`src/rtl/sha256_block_feeder_if.sv`:
```
// Purpose: bundles the feeder's DMA control, FIFO read port, SHA-256 word stream and status lines.
// Latency: none, wires only.
// Backpressure: FIFO side stalls on fifo_rd_empty_i; core side gates each block start on sha256_rdy_i.
// Ports: master = feeder (drives fifo_rd_en_o, sha256_*_o, busy_o, done_pulse_o, dbg_state_o);
//        slave  = environment (DMA controller, read FIFO, SHA-256 core).
interface sha256_block_feeder_if;
   logic        dma_enable_i;
   logic [25:0] dma_bit_len_i;
   logic        dma_start_i;
   logic        fifo_rd_en_o;
   logic [31:0] fifo_rd_dout_i;
   logic        fifo_rd_empty_i;
   logic        sha256_rdy_i;
   logic [31:0] sha256_word_o;
   logic        sha256_word_valid_o;
   logic [3:0]  sha256_word_idx_o;
   logic        sha256_block_done_o;
   logic        sha256_last_o;
   logic        busy_o;
   logic        done_pulse_o;
   logic [3:0]  dbg_state_o;

   modport master (
      input  dma_enable_i, dma_bit_len_i, dma_start_i,
      input  fifo_rd_dout_i, fifo_rd_empty_i, sha256_rdy_i,
      output fifo_rd_en_o, sha256_word_o, sha256_word_valid_o, sha256_word_idx_o,
      output sha256_block_done_o, sha256_last_o, busy_o, done_pulse_o, dbg_state_o
   );

   modport slave (
      output dma_enable_i, dma_bit_len_i, dma_start_i,
      output fifo_rd_dout_i, fifo_rd_empty_i, sha256_rdy_i,
      input  fifo_rd_en_o, sha256_word_o, sha256_word_valid_o, sha256_word_idx_o,
      input  sha256_block_done_o, sha256_last_o, busy_o, done_pulse_o, dbg_state_o
   );
endinterface

```
`src/rtl/sha256_block_feeder.sv`:
```
// Purpose: pops message words from the DMA read FIFO, applies SHA-256 padding, streams 16-word blocks.
// Latency: FIFO word 4 cycles (NEXT/POP/LOAD/EMIT), padding word 2 cycles (NEXT/EMIT), +WAIT_RDY per block.
// Backpressure: stalls in POP while the FIFO is empty; each block waits for sha256_rdy_i.
// Ports: clk_i, rstn_i (async active-low) plus bus (sha256_block_feeder_if.master).
// Option: define FEEDER_BYTE_SWAP_EN to byte-reverse FIFO words (little-endian images) before padding.
module sha256_block_feeder #(
   parameter int unsigned FIFO_LAT = 1
) (
   input  logic                  clk_i,
   input  logic                  rstn_i,
   sha256_block_feeder_if.master bus
);

   // LOAD captures FIFO data exactly one cycle after the pop strobe.
   if (FIFO_LAT != 1) begin : g_lat_chk
      $error("sha256_block_feeder: only FIFO_LAT = 1 is supported");
   end

   typedef enum logic [3:0] {
      ST_IDLE     = 4'd0,
      ST_WAIT_RDY = 4'd1,
      ST_NEXT     = 4'd2,
      ST_POP      = 4'd3,
      ST_LOAD     = 4'd4,
      ST_EMIT     = 4'd5,
      ST_BLK_END  = 4'd6,
      ST_GAP      = 4'd7,
      ST_DONE     = 4'd8
   } state_t;

   state_t      state_q, state_d;
   logic [25:0] len_q, len_d;       // message length L in bits
   logic [20:0] dcnt_q, dcnt_d;     // D: number of full data words
   logic [4:0]  rem_q, rem_d;       // r: bits in the partial data word
   // k spans 0..16N-1; for L near 2^26, 16N reaches 2097168, one bit beyond 21.
   logic [21:0] ktot_q, ktot_d;     // 16N
   logic [21:0] k_q, k_d;           // global word index
   logic [31:0] word_q, word_d;
   logic        start_q;

   logic        start_rise, need_fifo, tail_word;
   logic [17:0] nblk;
   logic [31:0] raw_word, fifo_word, pad_word;
   logic        rd_en, word_vld, blk_done, last_blk, done_pls;

   assign start_rise = bus.dma_start_i & ~start_q;
   assign nblk       = 18'(({1'b0, bus.dma_bit_len_i} + 27'd64) >> 9) + 18'd1;
   // Word D carries the leftover r message bits when L is not word aligned.
   assign tail_word  = (k_q == {1'b0, dcnt_q}) && (rem_q != 5'd0);
   assign need_fifo  = (k_q < {1'b0, dcnt_q}) || tail_word;

`ifdef FEEDER_BYTE_SWAP_EN
   assign raw_word = {bus.fifo_rd_dout_i[7:0],   bus.fifo_rd_dout_i[15:8],
                      bus.fifo_rd_dout_i[23:16], bus.fifo_rd_dout_i[31:24]};
`else
   assign raw_word = bus.fifo_rd_dout_i;
`endif

   // Partial word: keep the top r message bits, then append the single 1 bit.
   assign fifo_word = tail_word ? ((raw_word & ~(32'hFFFF_FFFF >> rem_q)) | (32'h8000_0000 >> rem_q))
                                : raw_word;

   always_comb begin
      pad_word = 32'h0000_0000;
      if (k_q == {1'b0, dcnt_q}) begin
         pad_word = 32'h8000_0000;
      end else if (k_q == ktot_q - 22'd1) begin
         pad_word = {6'b0, len_q};
      end
   end

   always_comb begin
      state_d  = state_q;
      len_d    = len_q;
      dcnt_d   = dcnt_q;
      rem_d    = rem_q;
      ktot_d   = ktot_q;
      k_d      = k_q;
      word_d   = word_q;
      rd_en    = 1'b0;
      word_vld = 1'b0;
      blk_done = 1'b0;
      last_blk = 1'b0;
      done_pls = 1'b0;
      case (state_q)
         ST_IDLE: begin
            if (start_rise && bus.dma_enable_i) begin
               len_d   = bus.dma_bit_len_i;
               dcnt_d  = bus.dma_bit_len_i[25:5];
               rem_d   = bus.dma_bit_len_i[4:0];
               ktot_d  = {nblk, 4'b0000};
               k_d     = '0;
               state_d = ST_WAIT_RDY;
            end
         end
         ST_WAIT_RDY: begin
            if (bus.sha256_rdy_i) state_d = ST_NEXT;
         end
         ST_NEXT: begin
            if (need_fifo) begin
               state_d = ST_POP;
            end else begin
               word_d  = pad_word;
               state_d = ST_EMIT;
            end
         end
         ST_POP: begin
            if (!bus.fifo_rd_empty_i) begin
               rd_en   = 1'b1;
               state_d = ST_LOAD;
            end
         end
         ST_LOAD: begin
            word_d  = fifo_word;
            state_d = ST_EMIT;
         end
         ST_EMIT: begin
            word_vld = 1'b1;
            k_d      = k_q + 22'd1;
            state_d  = (k_q[3:0] == 4'd15) ? ST_BLK_END : ST_NEXT;
         end
         ST_BLK_END: begin
            // k has already advanced past word 15 of this block.
            blk_done = 1'b1;
            last_blk = (k_q == ktot_q);
            state_d  = last_blk ? ST_DONE : ST_GAP;
         end
         ST_GAP: begin
            state_d = ST_WAIT_RDY;
         end
         ST_DONE: begin
            done_pls = 1'b1;
            state_d  = ST_IDLE;
         end
         default: begin
            state_d = ST_IDLE;
         end
      endcase

      // Abort: drop everything, suppress any strobe of this cycle.
      if ((state_q != ST_IDLE) && !bus.dma_enable_i) begin
         state_d  = ST_IDLE;
         rd_en    = 1'b0;
         word_vld = 1'b0;
         blk_done = 1'b0;
         last_blk = 1'b0;
         done_pls = 1'b0;
      end
   end

   always_ff @(posedge clk_i or negedge rstn_i) begin
      if (!rstn_i) begin
         state_q <= ST_IDLE;
         len_q   <= '0;
         dcnt_q  <= '0;
         rem_q   <= '0;
         ktot_q  <= '0;
         k_q     <= '0;
         word_q  <= '0;
         start_q <= 1'b0;
      end else begin
         state_q <= state_d;
         len_q   <= len_d;
         dcnt_q  <= dcnt_d;
         rem_q   <= rem_d;
         ktot_q  <= ktot_d;
         k_q     <= k_d;
         word_q  <= word_d;
         start_q <= bus.dma_start_i;
      end
   end

   assign bus.fifo_rd_en_o        = rd_en;
   assign bus.sha256_word_valid_o = word_vld;
   assign bus.sha256_word_o       = word_vld ? word_q : 32'h0;
   assign bus.sha256_word_idx_o   = word_vld ? k_q[3:0] : 4'h0;
   assign bus.sha256_block_done_o = blk_done;
   assign bus.sha256_last_o       = last_blk;
   assign bus.done_pulse_o        = done_pls;
   assign bus.busy_o              = (state_q != ST_IDLE) && (state_q != ST_DONE);
   assign bus.dbg_state_o         = state_q;

endmodule

```
`src/flat_wrapper.sv`:
```
// flat-port wrapper written by rule: the top's interface ports become plain ports
module sha256_block_feeder_flat 
#(
   parameter int unsigned FIFO_LAT = 1
)
  (clk_i, rstn_i, bus_dma_enable_i, bus_dma_bit_len_i, bus_dma_start_i, bus_fifo_rd_dout_i, bus_fifo_rd_empty_i, bus_sha256_rdy_i, bus_fifo_rd_en_o, bus_sha256_word_o, bus_sha256_word_valid_o, bus_sha256_word_idx_o, bus_sha256_block_done_o, bus_sha256_last_o, bus_busy_o, bus_done_pulse_o, bus_dbg_state_o);
  sha256_block_feeder_if bus_i ();
  input  logic clk_i;
  input  logic rstn_i;
  input wire logic [$bits(bus_i.dma_enable_i)-1:0] bus_dma_enable_i;
  input wire logic [$bits(bus_i.dma_bit_len_i)-1:0] bus_dma_bit_len_i;
  input wire logic [$bits(bus_i.dma_start_i)-1:0] bus_dma_start_i;
  input wire logic [$bits(bus_i.fifo_rd_dout_i)-1:0] bus_fifo_rd_dout_i;
  input wire logic [$bits(bus_i.fifo_rd_empty_i)-1:0] bus_fifo_rd_empty_i;
  input wire logic [$bits(bus_i.sha256_rdy_i)-1:0] bus_sha256_rdy_i;
  output wire logic [$bits(bus_i.fifo_rd_en_o)-1:0] bus_fifo_rd_en_o;
  output wire logic [$bits(bus_i.sha256_word_o)-1:0] bus_sha256_word_o;
  output wire logic [$bits(bus_i.sha256_word_valid_o)-1:0] bus_sha256_word_valid_o;
  output wire logic [$bits(bus_i.sha256_word_idx_o)-1:0] bus_sha256_word_idx_o;
  output wire logic [$bits(bus_i.sha256_block_done_o)-1:0] bus_sha256_block_done_o;
  output wire logic [$bits(bus_i.sha256_last_o)-1:0] bus_sha256_last_o;
  output wire logic [$bits(bus_i.busy_o)-1:0] bus_busy_o;
  output wire logic [$bits(bus_i.done_pulse_o)-1:0] bus_done_pulse_o;
  output wire logic [$bits(bus_i.dbg_state_o)-1:0] bus_dbg_state_o;
  assign bus_i.dma_enable_i = bus_dma_enable_i;
  assign bus_i.dma_bit_len_i = bus_dma_bit_len_i;
  assign bus_i.dma_start_i = bus_dma_start_i;
  assign bus_i.fifo_rd_dout_i = bus_fifo_rd_dout_i;
  assign bus_i.fifo_rd_empty_i = bus_fifo_rd_empty_i;
  assign bus_i.sha256_rdy_i = bus_sha256_rdy_i;
  assign bus_fifo_rd_en_o = bus_i.fifo_rd_en_o;
  assign bus_sha256_word_o = bus_i.sha256_word_o;
  assign bus_sha256_word_valid_o = bus_i.sha256_word_valid_o;
  assign bus_sha256_word_idx_o = bus_i.sha256_word_idx_o;
  assign bus_sha256_block_done_o = bus_i.sha256_block_done_o;
  assign bus_sha256_last_o = bus_i.sha256_last_o;
  assign bus_busy_o = bus_i.busy_o;
  assign bus_done_pulse_o = bus_i.done_pulse_o;
  assign bus_dbg_state_o = bus_i.dbg_state_o;
  sha256_block_feeder #(.FIFO_LAT(FIFO_LAT)) u_core (.clk_i(clk_i), .rstn_i(rstn_i), .bus(bus_i));
endmodule
```
`config.mk`:
```
export PLATFORM = sky130hd
export DESIGN_NAME = sha256_block_feeder_flat
export DESIGN_NICKNAME = d
export VERILOG_FILES = /design/src/rtl/sha256_block_feeder_if.sv /design/src/rtl/sha256_block_feeder.sv /design/src/flat_wrapper.sv
export SDC_FILE = /design/constraint.sdc
export NUM_CORES = 1
export LEC_CHECK = 0
export CAP_MARGIN = 30
export CELL_PAD_IN_SITES_DETAIL_PLACEMENT = 1
export CELL_PAD_IN_SITES_GLOBAL_PLACEMENT = 2
export CORE_ASPECT_RATIO = 1.1
export CORE_MARGIN = 3
export CORE_UTILIZATION = 25
export CTS_CLUSTER_DIAMETER = 40
export DETAILED_ROUTE_END_ITERATION = 12
export DONT_BUFFER_PORTS = 1
export GPL_TIMING_DRIVEN = 0
export HOLD_SLACK_MARGIN = 0.12
export PLACE_DENSITY_LB_ADDON = 0.12
export SETUP_SLACK_MARGIN = 0.2
export SLEW_MARGIN = 0
export SYNTH_ARGS = -nofsm -noshare
export SYNTH_HDL_FRONTEND = slang
export SYNTH_SLANG_ARGS = --single-unit
```
`constraint.sdc`:
```
create_clock -name clk_i -period 5.6 [get_ports clk_i]
set_input_delay 0.84 -clock clk_i [delete_from_list [all_inputs] [get_ports clk_i]]
set_output_delay 0.84 -clock clk_i [all_outputs]
set_load 0.01 [all_outputs]
```
==> flow_summary_export.csv, run 1 <==
group,metric,value,unit
sta,fin_crit_sh,73.52,%
pwr,p_sw,0.001702,W
yosys,synthCells,868,
global_route,grt.overflow.total,0,
worst_setup_path,worstPathMaxFanout,10,
sta,tightest_slew,1011,ps
yosys,ys.flop_type,"dfrtp_1",
global_route,gr-usage-all-layers,19.46,%
global_route,grt_antenna_before_repair,0,
worst_setup_path,cp.arrival,3280,ps
pwr,clkPwrFrac,19.1,%
routing,firstDrtPassIters,4,
sta,fin_crit,4117,ps
worst_setup_path,worstSetupEndpointType,"output pin",
sta,slew_viol_final,0,
yosys,synth.ff_latch_count,103,
worst_setup_path,path_class,"reg2out",
yosys,ys_seq_area_share,35.93,%
die,ioPinCount,110,
cells_and_area,syn2layout_area_growth,11.04,%
cells_and_area,n_antenna_cell,0,
placed_design,place_area,7642,sq um
pwr,p_per_area,469.8,nW/um^2
routing,vias,6620,
sta,hold_viol,0,
cells_and_area,final_area,7966,sq um
cells_and_area,fill_cells,3367,
pwr,cellLeakagePower,3.340,nW
clock_network,cts_made_buffers,9,
cells_and_area,drive_gt1_share,6.554,%
routing,drtIter0Drc,387,
yosys,yosys.area_share.simple,26.89,%
yosys,ys_warn_count,0,
routing,vias_per_cell,5.304,
pwr,pwr-share-seq,35.9,%
clock_network,clock_path_buffers,2,
clock_network,cts_tree,"done",
yosys,synth_top_family_by_area,"simple AND/OR/NAND/NOR gates",
pwr,vdd_drop_max,0.0001695,V
clock_network,cts_setup_buffers,0,
sta,maxClockFrequency,0.2429,GHz
sta,setup-violations-final,0,
yosys,yosys.area_share.xor_xnor,5.860,%
clock_network,cts_resized,0,
global_route,grt_max_degree,104,
cells_and_area,final_cells,1248,
sta,setup_tns,0,ps
yosys,synth_cell_type_count,75,
cells_and_area,multi_input_area,4244,sq um
cells_and_area,final_util,28.42,%
routing,wl,30030,um
clock_network,htreeDepth,3,
die,die_area,30770,sq um
die,core,28030,sq um
routing,wl_per_cell,24.07,um
clock_network,cts_sinks,103,
sta,slew_headroom,32.29,%
placed_design,port_buffers,0,
pwr,p_int,0.002040,W
worst_setup_path,cp-start-kind,"register",
placed_design,gp_congestion,0.8368,
yosys,synth_fa_ha_area_share,4.360,%
die,start_util,25.60,%
yosys,syn_area,7174,sq um
sta,fin_skew,11.67,ps
run,max-cap-violations,0,
worst_setup_path,cp.required,4760,ps
global_route,grt_pass1_vias,6948,
cells_and_area,nets,969,
yosys,synth_compound_area_share,20.79,%
pwr,switching_share,45.48,%
die,die_w,167.5,um
pwr,finalPower,0.003742,W
clock_network,insertion_delay,350,ps
placed_design,dp_hpwl,23560,um
cells_and_area,seqCellArea,2577,sq um
routing,ant_nets,0,
yosys,synthesis.nets,957,
pwr,combPwrFrac,45.1,%
yosys,async_flop_share,100.0,%
clock_network,cts_hold_buf,0,
die,row_count,64,
clock_network,root_buffer,"clkbuf_16",
clock_network,clk_pin_slew,80,ps
placed_design,dp_cells,1232,
sta,rsz0062_at_grt,"false",
yosys,avgSynthCellArea,8.265,sq um
yosys,synth_edf_count,0,
outcome,status,"finished clean",
routing,drc,0,
global_route,grt_first_pass_wirelength,45760,um
yosys,synth.mux.area_fraction,1.134,%
hold_path,hp-class,"in2async",
die,die_y,183.7,um
## logic make-up after synthesis
logic type,Yosys count
xor gates and xnor gates,48
and+or+nand+nor,360
AOI/OAI and AO/OA,232
muxes,8
adders and majority gates,25
buffers and inverters,92
DFF,103
## placed cells by master, fill, tap and decap left out, types with 6 or more instances in the layout
master and n:
a21oi_1 44, a22oi_1 15, a31oi_1 9, and3_1 50
buf_2 8, clkbuf_1 46, clkbuf_16 9, dfrtp_1 103
ha_1 25, inv_1 38, mux2i_1 7, nand2_1 125
nand3_1 35, nand3b_1 6, nand4_1 22, nor2_1 46
nor3_1 15, nor4_1 8, nor4b_1 7, o211ai_1 6
o21ai_0 85, o21ai_1 7, o21ai_2 10, o31ai_1 11
o31ai_2 7, xnor2_1 18, xor2_1 30
## worst paths after layout
path | from | to | slack [ps] | depth (start not counted)
min in group clk_i | u_core.word_q[29] | u_core.word_q[29] | 470 | 2
max | u_core.bus.dbg_state_o[2] | bus_sha256_word_o[30] | 1480 | 6
min | rstn_i | u_core.bus.dbg_state_o[2] | 180 | 0
min reg2reg | u_core.word_q[29] | u_core.word_q[29] | 470 | 2
max reg2reg | u_core.k_q[14] | u_core.word_q[23] | 1960 | 9
max in group asynchronous | rstn_i | u_core.ktot_q[7] | 5180 | 0
## through the flow
step / hold slack [ps] / setup slack [ps]
2_1_floorplan: 431.0 / 2880
5_1_grt: 148.2 / 1159
4_1_cts: 155.1 / 1347
3_3_place_gp: 445.3 / 1740
6_report: 179.1 / 1483
3_5_place_dp: 456.1 / 1752
## power groups by stage
stage | registers, W | logic [W] | clock network [W]
3_3_place_gp | 0.00135 | 0.00169 | 0
4_1_cts | 0.00135 | 0.00170 | 0.000745
3_5_place_dp | 0.00136 | 0.00169 | 0
6_report | 0.00134 | 0.00169 | 0.000715
5_1_grt | 0.00139 | 0.00190 | 0.000776
2_1_floorplan | 0.00123 | 0.00124 | 0
## area by class of cell
class / instances / share of cell area (%)
flip-flops and latches: 103 / 32.35
clock inverters: 5 / 1.021
repair buffers: 1 / 0.06282
clock buffers: 11 / 3.047
plain buffers: 54 / 2.749
multi-input cells: 673 / 53.27
inverters: 38 / 1.790
well taps: 363 / 5.701
## synthesized netlist by cell type, types with 8 or more instances
cell type  number  area [sq um]
o31ai_1        11         82.58
a22oi_1        15         112.6
o21ai_2        10         87.58
nand2_1       125         469.2
o21ai_0        85         425.4
nor4_1          8         50.05
xor2_1         30         262.8
a21oi_1        44         220.2
xnor2_1        18         157.7
ha_1           25         312.8
and3_1         50         312.8
nor3_1         15         75.07
dfrtp_1       103          2577
clkbuf_1       45         168.9
nor2_1         46         172.7
inv_1          38         142.6
nand4_1        22         137.6
nand3_1        35         175.2
a31oi_1         9         56.30
## critical path, cell delays in order (launching register included)
cell and delay (ps):
dfrtp_1 440, clkbuf_1 370, nor2b_1 290, and3b_1 280
clkbuf_1 580, clkbuf_1 650, and3_1 310
## metal layers
metal / wire (um) / vias to the layer above / share of wire [%] / GRT usage [%]
li1: - / 3164 / - / -
met1: 13760 / 3300 / 46 / 25.45
met2: 14500 / 139 / 48 / 33.81
met3: 1327 / 17 / 4.4 / 3.570
met4: 447 / 0 / 1.5 / 4.026
met5: 0 / - / 0 / 0
## flip-flops by register name, summed over array words and instances, names as in the netlist
register,count
u_core.dcnt_q,21
u_core.bus.dbg_state_o,4
u_core.rem_q,4
u_core.start_q,1
u_core.k_q,22
u_core.word_q,32
u_core.len_q,1
u_core.ktot_q,18
Power figures use the tool's default switching activity.
==> run 2: changes to the inputs <==
- clock period: 5.6 -> 3.4 ns (I/O delays scaled with it)
==> flow_summary_export.csv, run 2 (synthesized netlist as in run 1, its figures left out) <==
group,metric,value,unit
outcome,status,"finished clean",
clock_network,insertion_delay,350,ps
placed_design,gp_congestion,0.8368,
die,core,28030,sq um
sta,hold_viol,0,
clock_network,htreeDepth,3,
die,die_w,167.5,um
global_route,grt_antenna_before_repair,0,
global_route,grt.overflow.total,0,
global_route,grt_first_pass_wirelength,46020,um
pwr,cellLeakagePower,3.430,nW
die,die_area,30770,sq um
hold_path,hp-class,"in2async",
routing,vias,6631,
clock_network,clk_pin_slew,80,ps
worst_setup_path,worstPathMaxFanout,10,
sta,fin_ws,418.1,ps
sta,setup-violations-final,0,
cells_and_area,n_antenna_cell,0,
clock_network,cts_tree,"done",
global_route,grt_pass1_vias,6956,
routing,drtIter0Drc,345,
placed_design,port_buffers,0,
placed_design,dp_hpwl,23560,um
worst_setup_path,path_class,"reg2reg",
die,row_count,64,
cells_and_area,fill_cells,3352,
cells_and_area,mostFrequentLayoutCells,"nand2_1 (125), dfrtp_1 (102), o21ai_0 (82)",
worst_setup_path,cp.arrival,3260,ps
pwr,p_per_area,770.2,nW/um^2
pwr,vdd_drop_max,0.0002791,V
routing,wl_per_cell,24.04,um
sta,fin_crit,2982,ps
global_route,grt_max_degree,104,
worst_setup_path,cp-start-kind,"register",
worst_setup_path,cp.required,3680,ps
routing,firstDrtPassIters,4,
run,max-cap-violations,0,
global_route,gr-usage-all-layers,19.56,%
cells_and_area,reg_top3,"u_core.word_q: 32 flops, u_core.k_q: 22 flops, u_core.dcnt_q: 21 flops",
sta,tightest_slew,993.2,ps
cells_and_area,nets,972,
routing,ant_nets,0,
cells_and_area,final_common_cell,"nand2_1",
routing,drc,0,
die,ioPinCount,110,
die,die_y,183.7,um
routing,vias_per_cell,5.301,
sta,fin_crit_sh,87.70,%
sta,slew_headroom,33.50,%
cells_and_area,largest_reg_flops,32,
clock_network,root_buffer,"clkbuf_16",
cells_and_area,top_register,"u_core.word_q",
cells_and_area,syn2layout_area_growth,13.76,%
clock_network,clock_path_buffers,2,
cells_and_area,final_area,8162,sq um
sta,slew_viol_final,0,
clock_network,cts_made_buffers,9,
placed_design,place_ws,-236.9,ps
routing,wl,30080,um
die,start_util,25.60,%
cells_and_area,drive_gt1_share,9.685,%
worst_setup_path,worstSetupEndpointType,"register",
clock_network,cts_sinks,103,
sta,rsz0062_at_grt,"false",
placed_design,place_area,7642,sq um
sta,fin_skew,11.23,ps
sta,maxClockFrequency,0.3354,GHz
run 2: power by group:
| group | leakage (nW) | switching (W) | internal, W | total, W |
|---|---|---|---|---|
| logic | 1.95 | 0.00188 | 0.00100 | 0.00289 |
| clock network | 0.156 | 0.000511 | 0.000668 | 0.00118 |
| registers | 1.33 | 0.000500 | 0.00172 | 0.00222 |
| total | 3.43 | 0.00289 | 0.00339 | 0.00629 |
run 2: worst max-delay path, stage by stage, from the launching register on:
cell	delay, ps
dfrtp_1	440
ha_1	350
nand4_1	250
or4_4	680
nor2_4	220
clkbuf_4	260
nand3_1	160
o32ai_2	340
a22oi_1	100
o21ai_1	100
run 2: stage by stage:
step                instances  total power [W]  utilization (%)  setup TNS [ps]  hold WS, ps
floorplan                 868         0.004069                -               0        214.4
global placement         1231         0.005004            27.22           -5408        219.1
detailed placement       1232         0.005033            27.27           -4591        219.9
CTS                      1250         0.006334            28.87               0        120.3
global route             1251         0.006816            29.12               0        122.2
finish                   1251         0.006286            29.12               0        86.27
run 2: path summary, 6_finish.rpt:
kind,slack (ps),cells after the start,to,start
max in group asynchronous,2860,1,u_core.word_q[28],rstn_i
setup / recovery,420,9,u_core.word_q[4],u_core.k_q[17]
hold reg to reg,470,2,u_core.word_q[29],u_core.word_q[29]
hold / removal,90,1,u_core.start_q,rstn_i
setup reg to reg,420,9,u_core.word_q[4],u_core.k_q[17]
min in group clk_i,180,0,u_core.start_q,bus_dma_start_i
run 2: layer usage:
| layer | vias up | track usage, % | wire, um |
|---|---|---|---|
| met2 | 132 | 33.71 | 14580 |
| met4 | 0 | 4.386 | 478 |
| met5 | - | 0 | 0 |
| met1 | 3313 | 25.78 | 13790 |
| met3 | 18 | 3.398 | 1229 |
| li1 | 3168 | - | - |
run 2: area by class of cell:
| cell class | instances | area, sq um | share of cell area, % |
|---|---|---|---|
| clock buffers | 11 | 242.7 | 2.974 |
| multi-input cells | 673 | 4355 | 53.37 |
| inverters | 38 | 142.6 | 1.748 |
| clock inverters | 5 | 81.33 | 0.9965 |
| well taps | 363 | 454.2 | 5.565 |
| flip-flops and latches | 103 | 2579 | 31.60 |
| repair buffers | 4 | 60.06 | 0.7359 |
| plain buffers | 54 | 246.5 | 3.020 |
run 2: timing repair:
item                                   CTS  global route
resized for setup                       25            20
setup endpoints to repair               69            59
endpoints found under the hold margin  103             0
hold buffers                             1             0
pin swaps                                1             1
buffers inserted                         1             1
==> run 3: changes to the inputs <==
- CORE_MARGIN: 3 -> 2
- CORE_UTILIZATION: 25 -> 35
==> flow_summary_export.csv, run 3 (synthesized netlist as in run 1, its figures left out) <==
group,metric,value,unit
die,die_y,154.2,um
die,ioPinCount,110,
clock_network,root_buffer,"clkbuf_16",
sta,rsz0062_at_grt,"false",
cells_and_area,fill_cells,2401,
clock_network,htreeDepth,3,
global_route,gr-usage-all-layers,26.48,%
worst_setup_path,cp.required,2890,ps
cells_and_area,reg_top3,"u_core.word_q: 32 flops, u_core.k_q: 22 flops, u_core.dcnt_q: 21 flops",
pwr,finalPower,0.006306,W
sta,setup_tns,0,ps
clock_network,insertion_delay,350,ps
clock_network,cts_tree,"done",
routing,vias_per_cell,6.025,
sta,slew_viol_final,0,
placed_design,dp_hpwl,22640,um
die,start_util,35.87,%
worst_setup_path,cp.arrival,2580,ps
routing,drtIter0Drc,283,
worst_setup_path,path_class,"reg2out",
cells_and_area,n_antenna_cell,0,
routing,wl_per_cell,25.02,um
cells_and_area,largest_reg_flops,32,
sta,fin_ws,306.7,ps
clock_network,clock_path_buffers,2,
pwr,cellLeakagePower,3.420,nW
global_route,grt.overflow.total,0,
global_route,grt_max_degree,104,
sta,maxClockFrequency,0.3233,GHz
die,row_count,54,
pwr,vdd_drop_max,0.0003161,V
sta,slew_headroom,32.48,%
die,core,20000,sq um
worst_setup_path,path_cells,"clkbuf_2 -> xor2_1 -> nor4b_1 -> nand3_1 -> nor4_1 -> buf_2 -> and2_1",
cells_and_area,syn2layout_area_growth,10.90,%
clock_network,clk_pin_slew,80,ps
sta,tightest_slew,1009,ps
routing,vias,6857,
clock_network,cts_sinks,103,
worst_setup_path,critical-path-max-stage-delay,460,ps
pwr,p_per_area,792.6,nW/um^2
cells_and_area,top_register,"u_core.word_q",
global_route,grt_first_pass_wirelength,43350,um
routing,wl,28470,um
global_route,grt_pass1_vias,7136,
routing,drc,0,
hold_path,hp-class,"in2reg",
worst_setup_path,cp_slowest_cell,"nor4_1",
routing,firstDrtPassIters,4,
clock_network,cts_made_buffers,9,
run,max-cap-violations,0,
die,die_area,21660,sq um
sta,fin_skew,11.37,ps
placed_design,port_buffers,0,
placed_design,place_ws,-134.0,ps
global_route,grt_antenna_before_repair,0,
sta,fin_crit,3093,ps
sta,fin_crit_sh,90.98,%
routing,ant_nets,0,
cells_and_area,drive_gt1_share,9.029,%
sta,hold_viol,0,
worst_setup_path,worstPathMaxFanout,10,
cells_and_area,final_common_cell,"nand2_1",
placed_design,gp_congestion,0.9325,
cells_and_area,nets,972,
sta,setup-violations-final,0,
worst_setup_path,worstSetupEndpointType,"output pin",
outcome,status,"finished clean",
die,die_w,140.5,um
worst_setup_path,cp-start-kind,"register",
cells_and_area,mostFrequentLayoutCells,"nand2_1 (125), dfrtp_1 (103), o21ai_0 (82)",
[run 3: power by group]
part	internal (W)	switching (W)	leakage, nW
logic	0.00101	0.00192	1.94
registers	0.00172	0.000484	1.33
clock network	0.000665	0.000505	0.155
[run 3: critical path: cells and delay by family, from the launching register on]
kind	cells	cell delay, ps
xor+xnor	1	200
flops	1	390
buf+inv	2	480
simple gates	4	1150
[run 3: per-stage QoR]
step | std cells | hold slack (ps) | cell area (sq um) | utilization, %
floorplan | 868 | 214.4 | 7174 | -
global placement | 1120 | 216.8 | 7490 | 37.45
detailed placement | 1121 | 217.1 | 7503 | 37.52
global route | 1138 | 155.0 | 7956 | 39.78
finish | 1138 | 181.1 | 7956 | 39.78
CTS | 1137 | 162.1 | 7898 | 39.49
[run 3: worst paths after layout]
path                                             endpoint              start  cells past startpoint  slack [ps]
worst min register to register          u_core.word_q[29]  u_core.word_q[29]                      2         470
worst max register to register          u_core.word_q[23]      u_core.k_q[4]                      9         370
worst min-delay path                       u_core.start_q    bus_dma_start_i                      0         180
max in group asynchronous                u_core.ktot_q[7]             rstn_i                      2        2180
worst max-delay path                    bus_sha256_last_o     u_core.k_q[18]                      7         310
min in group asynchronous       u_core.bus.dbg_state_o[2]             rstn_i                      2         720
[run 3: timing repair]
item | in CTS | in global routing
buffers inserted | 0 | 1
pin swaps | 0 | 1
endpoints found under the hold margin | 103 | 0
hold buffers | 2 | 0
gates resized for setup | 15 | 17
cloned | 0 | 0
endpoints found under the setup margin | 66 | 51
[run 3: routing by layer]
layer  routed length [um]  vias to the layer above  GRT usage (%)
met5                    0                        -              0
met4                  950                        0          9.190
met3                 1285                       40          3.831
met2                14220                      193          46.94
met1                12020                     3453          32.92
li1                     -                     3171              -
[run 3: final cells by class]
cell class / instances / area [sq um] / area share [%]
clock buffers: 10 / 239.0 / 3.004
plain buffers: 54 / 236.5 / 2.972
clock inverters: 4 / 77.57 / 0.9750
flip-flops and latches: 103 / 2577 / 32.40
multi-input cells: 673 / 4318 / 54.27
repair buffers: 4 / 50.05 / 0.6290
inverters: 38 / 142.6 / 1.793
well taps: 252 / 315.3 / 3.963
